--- config.mk ---
export PLATFORM = sky130hd
export DESIGN_NAME = alu_share_arbiter
export DESIGN_NICKNAME = d
export VERILOG_FILES = /design/src/rtl/alu_pkg.sv /design/src/rtl/alu_share_arbiter_alu.sv /design/src/rtl/alu_share_arbiter.sv
export SDC_FILE = /design/constraint.sdc
export NUM_CORES = 1
export LEC_CHECK = 0
export BUFFER_PORTS_ARGS = -buffer_cell sky130_fd_sc_hd__buf_2
export CORE_ASPECT_RATIO = 0.9
export CORE_UTILIZATION = 26
export CTS_CLUSTER_DIAMETER = 100
export DETAILED_ROUTE_END_ITERATION = 12
export GPL_ROUTABILITY_DRIVEN = 0
export PLACE_DENSITY = 0.41
export SETUP_SLACK_MARGIN = 0.2
export SLEW_MARGIN = 20
export SYNTH_ARGS = -nofsm -noshare
export SYNTH_HDL_FRONTEND = slang
export SYNTH_SLANG_ARGS = --single-unit
--- constraint.sdc ---
create_clock -name clk -period 7.1 [get_ports clk]
set_clock_uncertainty 0.2 [all_clocks]
set_input_delay 0.71 -clock clk [delete_from_list [all_inputs] [get_ports clk]]
set_output_delay 0.71 -clock clk [all_outputs]
set_load 0.01 [all_outputs]
--- src/rtl/alu_pkg.sv ---
// Shared ALU definitions: operand width, operation codes and arbiter state encoding.
// Imported by the shared ALU and by the arbiter that fronts it.
package alu_pkg;

  localparam int XLEN = 32;

  typedef logic [3:0] alu_op_t;

  localparam alu_op_t ALU_ADD  = 4'd0;
  localparam alu_op_t ALU_SUB  = 4'd1;
  localparam alu_op_t ALU_AND  = 4'd2;
  localparam alu_op_t ALU_OR   = 4'd3;
  localparam alu_op_t ALU_XOR  = 4'd4;
  localparam alu_op_t ALU_SLL  = 4'd5;
  localparam alu_op_t ALU_SRL  = 4'd6;
  localparam alu_op_t ALU_SRA  = 4'd7;
  localparam alu_op_t ALU_SLT  = 4'd8;
  localparam alu_op_t ALU_SLTU = 4'd9;

  typedef enum logic {
    ST_EMPTY = 1'b0,
    ST_FULL  = 1'b1
  } arb_state_t;

endpackage

--- src/rtl/alu_share_arbiter_alu.sv ---
// Purpose: 32-bit combinational ALU; unused opcodes yield zero.
// Latency: none (purely combinational).
// Backpressure: none; the caller registers the result.
module alu_share_arbiter_alu
  import alu_pkg::*;
(
  input  logic [XLEN-1:0] A,
  input  logic [XLEN-1:0] B,
  input  logic [3:0]      ALUOp,
  output logic [XLEN-1:0] Result,
  output logic            Zero
);

  logic [4:0] shamt;

  assign shamt = B[4:0];

  always_comb begin
    Result = '0;
    case (ALUOp)
      ALU_ADD:  Result = A + B;
      ALU_SUB:  Result = A - B;
      ALU_AND:  Result = A & B;
      ALU_OR:   Result = A | B;
      ALU_XOR:  Result = A ^ B;
      ALU_SLL:  Result = A << shamt;
      ALU_SRL:  Result = A >> shamt;
      ALU_SRA:  Result = $signed(A) >>> shamt;
      ALU_SLT:  Result = {{(XLEN-1){1'b0}}, ($signed(A) < $signed(B))};
      ALU_SLTU: Result = {{(XLEN-1){1'b0}}, (A < B)};
      default:  Result = '0;
    endcase
  end

  assign Zero = (Result == '0);

endmodule

--- src/rtl/alu_share_arbiter.sv ---
// Purpose: round-robin share of one ALU among NREQ requesters; registered result to the winner.
// Latency: handshake at edge N -> rsp_valid/rsp_result visible right after edge N.
// Backpressure: no grant while the held result is unconsumed; consume and reload in one edge.
module alu_share_arbiter
  import alu_pkg::*;
#(
  parameter int NREQ = 2
) (
  input  logic                 clk,
  input  logic                 rst,
  input  logic [NREQ-1:0]      req_valid,
  output logic [NREQ-1:0]      req_ready,
  input  logic [NREQ*XLEN-1:0] req_a,
  input  logic [NREQ*XLEN-1:0] req_b,
  input  logic [NREQ*4-1:0]    req_op,
  output logic [NREQ-1:0]      rsp_valid,
  input  logic [NREQ-1:0]      rsp_ready,
  output logic [XLEN-1:0]      rsp_result,
  output logic                 rsp_zero,
  output logic                 busy
);

  localparam int IDXW = $clog2(NREQ);
  localparam logic [NREQ-1:0] ONE = {{(NREQ-1){1'b0}}, 1'b1};

  arb_state_t      state_q, state_d;
  logic [IDXW-1:0] own_q;
  logic [IDXW-1:0] rr_ptr_q;
  logic [IDXW-1:0] gnt_idx;
  logic [IDXW-1:0] rr_ptr_next;
  logic [NREQ-1:0] gnt_oh;
  logic [NREQ-1:0] rsp_valid_q;
  logic [XLEN-1:0] rsp_result_q;
  logic            rsp_zero_q;
  logic            can_accept;
  logic            grant;
  logic            consume;
  logic [XLEN-1:0] alu_a, alu_b, alu_result;
  logic [3:0]      alu_op;
  logic            alu_zero;

  // Rotate requests right by ptr, take lowest set bit, rotate the pick back left.
  function automatic logic [NREQ-1:0] rr_pick(input logic [NREQ-1:0] valid,
                                              input logic [IDXW-1:0] ptr);
    logic [2*NREQ-1:0] dbl;
    logic [NREQ-1:0]   rot;
    logic [NREQ-1:0]   pick;
    dbl  = {valid, valid} >> ptr;
    rot  = dbl[NREQ-1:0];
    pick = rot & (~rot + ONE);
    dbl  = {pick, pick} << ptr;
    return dbl[2*NREQ-1:NREQ];
  endfunction

  assign busy       = (state_q == ST_FULL);
  assign consume    = busy && rsp_ready[own_q];
  assign can_accept = !busy || rsp_ready[own_q];
  assign gnt_oh     = rr_pick(req_valid, rr_ptr_q);
  assign req_ready  = (can_accept && !rst) ? gnt_oh : '0;
  assign grant      = |req_ready;

  always_comb begin
    gnt_idx = '0;
    for (int i = 0; i < NREQ; i++) begin
      if (gnt_oh[i]) gnt_idx = IDXW'(i);
    end
  end

  assign rr_ptr_next = (gnt_idx == IDXW'(NREQ-1)) ? '0 : gnt_idx + 1'b1;

  assign alu_a  = req_a[XLEN*gnt_idx +: XLEN];
  assign alu_b  = req_b[XLEN*gnt_idx +: XLEN];
  assign alu_op = req_op[4*gnt_idx +: 4];

  alu_share_arbiter_alu u_alu (
    .A      (alu_a),
    .B      (alu_b),
    .ALUOp  (alu_op),
    .Result (alu_result),
    .Zero   (alu_zero)
  );

  always_ff @(posedge clk or posedge rst) begin
    if (rst) state_q <= ST_EMPTY;
    else     state_q <= state_d;
  end

  always_comb begin
    state_d = state_q;
    case (state_q)
      ST_EMPTY: if (grant) state_d = ST_FULL;
      ST_FULL:  if (consume && !grant) state_d = ST_EMPTY;
      default:  state_d = ST_EMPTY;
    endcase
  end

  always_ff @(posedge clk or posedge rst) begin
    if (rst) begin
      rsp_valid_q  <= '0;
      rsp_result_q <= '0;
      rsp_zero_q   <= 1'b0;
      own_q        <= '0;
      rr_ptr_q     <= '0;
    end else if (grant) begin
      rsp_valid_q  <= gnt_oh;
      rsp_result_q <= alu_result;
      rsp_zero_q   <= alu_zero;
      own_q        <= gnt_idx;
      rr_ptr_q     <= rr_ptr_next;
    end else if (consume) begin
      rsp_valid_q  <= '0;
    end
  end

  assign rsp_valid  = rsp_valid_q;
  assign rsp_result = rsp_result_q;
  assign rsp_zero   = rsp_zero_q;

endmodule

==> results.tsv <==
metric	value	unit
clkTransAtPathRegs	0.06	ns
antenna_found_initial	2	
via_count	19300	
p_sw	0.00219	W
core-area	54700	µm²
final_cell_mix	337 x nand2_1, 177 x buf_2, 147 x nor2_1	
post_drt_wl_per_cell	28.9	µm
reg2reg_slack	0.84	ns
status	finished, final reports clean	
cap_viol_max_count	0	
synth_edf_count	0	
cts_tree	done	
post_cts_resized	0	
hold_viol_final	0	
clock_path_buffers	2	
yosys_warnings	0	
cts_hold_buf	0	
yosysSeqAreaShare	0.0655	
rsz0062_at_grt	false	
syn_inst	2178	
dieArea	56800	µm²
drt_iter0_markers	2988	
ant_nets	0	
crit_fanout	28	
root_buffer	clkbuf_16	
holdWs	0.130	ns
start_util	0.265	
synth_seq_cells	38	
synthFlopType	dfrtp_1	
cts_buffers	5	
power_density	219	nW/µm²
crit_required	7.12	ns
firstDrtPassIters	7	
areaGrowthSynthToFinish	12.8	%
htree_num_levels	2	
p_comb_frac	0.829	
r2r_cells	20	
tightestPinTransition	1.13	ns
clockPowerShare	0.071	
synth_async_sr_flop_share	1.00	
final_common_cell	nand2_1	
avgSynthCellArea	6.67	µm²
grt_usage	0.290	
fin_nets	2495	
power_leakage	7.08	nW
post_cts_buffers	0	
syn-num-nets	2419	
place_hpwl	68000	µm
cts.sinks	38	
grt-ovfl-total	0	
fillCellCount	6216	
synth.distinct_cells	96	
setup-tns-final	0	ns
crit_type	input pin to flop	
worstReg2RegStart	rr_ptr_q	
ys_top_cells_by_area	nand2_1 8.7%, ha_1 8.4%, mux2i_1 7.4%, dfrtp_1 6.5%, mux2_2 4.2%	
ios	180	
peakVddDrop	0.119	mV
seqPwrFrac	0.100	
grt_start_max_net_pins	57	
portBuffers	179	
syn_area	14500	µm²
drv_slew	0	
internal_power	0.00140	W
grt_pass1_vias	17700	
routed_via_density	6.52	
finalCritPeriodShare	0.912	
synth_largest_area_cell	nand2_1	
drt_wl_total	85600	µm
reg2reg_to	rsp_zero	
post-place-cells	2952	
endpoint_kind	flop	
final_cells	2962	
drc	0	
synth_top_area_frac	0.0873	
drive_gt1_frac	0.169	
final-setup-viol-count	0	
crit_arrival	6.50	ns
grt_first_pass_wirelength	124000	µm
die_w	251	µm
power_switching_share	0.610	
hp-class	input pin to asynchronous set/reset pin	
dieHeight	226	µm
placementRows	81	
max_freq	154	MHz
period_minus_slack	6.47	ns
worstSkewPairLatency	0.28	ns
max_slew_margin	0.241	
cp-start-kind	input pin	
==> sequential cells by signal, summed over array words and instances, names as in the netlist <==
name,cells
rsp_result,32
rsp_valid,2
busy,1
own_q,1
rr_ptr_q,1
rsp_zero,1
==> kinds of logic after synthesis <==
| logic type | Yosys count | share of synthesized area |
|---|---|---|
| and+or+nand+nor | 848 | 0.277 |
| AOI/OAI and AO/OA | 712 | 0.351 |
| buffers and inverters | 296 | 0.0821 |
| muxes | 170 | 0.129 |
| adders and majority gates | 99 | 0.0863 |
| DFF | 38 | 0.0655 |
| xor gates and xnor gates | 15 | 0.00904 |
==> power by group through the flow <==
stage               clock network (W)  registers (W)  logic, W
global placement                    0       0.000363   0.00286
global route                 0.000270       0.000376   0.00313
floorplan                           0       0.000396   0.00173
detailed placement                  0       0.000367   0.00285
CTS                          0.000262       0.000363   0.00286
finish                       0.000255       0.000361   0.00298
==> through the flow <==
stage / utilization / setup slack (ns) / total power [W] / instance area [µm²]
after floorplan: - / 0.767 / 0.00212 / 14500
after CTS: 0.299 / 0.974 / 0.00349 / 16400
after global routing: 0.299 / 0.493 / 0.00377 / 16400
after global placement: 0.296 / 0.468 / 0.00322 / 16200
after detailed placement: 0.296 / 0.682 / 0.00321 / 16200
final: 0.299 / 0.625 / 0.00359 / 16400
==> worst max-delay path, cell delays in order <==
cell	delay, ns
buf_2	0.17
nor2b_4	0.55
nor2_4	0.21
buf_12	0.24
buf_4	0.23
nand2_1	0.09
nand2_1	0.25
ha_1	0.76
nor2b_1	0.11
nor2_1	0.30
o211ai_1	0.14
a211oi_1	0.61
a2111oi_0	0.29
buf_4	0.22
nor2_1	0.27
xnor2_1	0.14
a211o_1	0.31
nor4_2	0.12
nor4bb_1	0.54
nand2_1	0.11
nand2_1	0.08
==> worst max path at each step <==
stage,startpoint,to,slack [ns],depth (start not counted)
2_1_floorplan,req_valid[0],rsp_zero,0.77,24
3_3_place_gp,req_valid[0],rsp_zero,0.47,19
3_5_place_dp,req_valid[0],rsp_zero,0.68,21
4_1_cts,req_valid[0],rsp_zero,0.97,21
5_1_grt,req_valid[0],rsp_zero,0.49,19
6_report,req_valid[0],rsp_zero,0.63,21
==> layer usage <==
| metal | vias to the layer above | share of wire | wire length (µm) | track usage |
|---|---|---|---|---|
| met2 | 1302 | 0.40 | 34500 | 0.422 |
| li1 | 8417 | - | - | - |
| met3 | 207 | 0.11 | 9030 | 0.0514 |
| met1 | 9383 | 0.43 | 37000 | 0.408 |
| met5 | - | 0.00016 | 14 | 0 |
| met4 | 2 | 0.058 | 4990 | 0.140 |
==> area by class of cell <==
class                      count  area [µm²]  area share
multi-input combinational   1844       12500       0.761
inverter                     107         402      0.0245
clock buffer                   5         125     0.00763
clock inverter                 3        45.0     0.00275
antenna                        2        5.00    0.000305
tap                          705         882      0.0538
sequential                    38         951      0.0580
timing repair buffer         258        1510      0.0919
==> cell usage after synthesis (all sizes together), types with 9 or more instances <==
cell type  instances
o221ai            10
and3              18
a221oi            34
a21o              20
o31ai             18
a311oi            11
o211ai            62
a22oi             16
a211o             20
or2               11
ha                97
a221o             14
mux2              55
a31oi             29
o21ai            122
inv              102
o21a              14
nand3             62
nand2            339
a211oi            61
o22ai             14
or3               14
a2111oi           20
dfrtp             38
nor3              58
clkbuf           105
a21oi            113
or4                9
o2111ai           13
nor2b             18
nor2             152
buf               84
nand2b            16
xnor2             10
nor4              46
and2              13
nand4             63
o31a              10
mux2i            107
o21bai            19
Note: power is estimated with default switching activity, not from simulation.
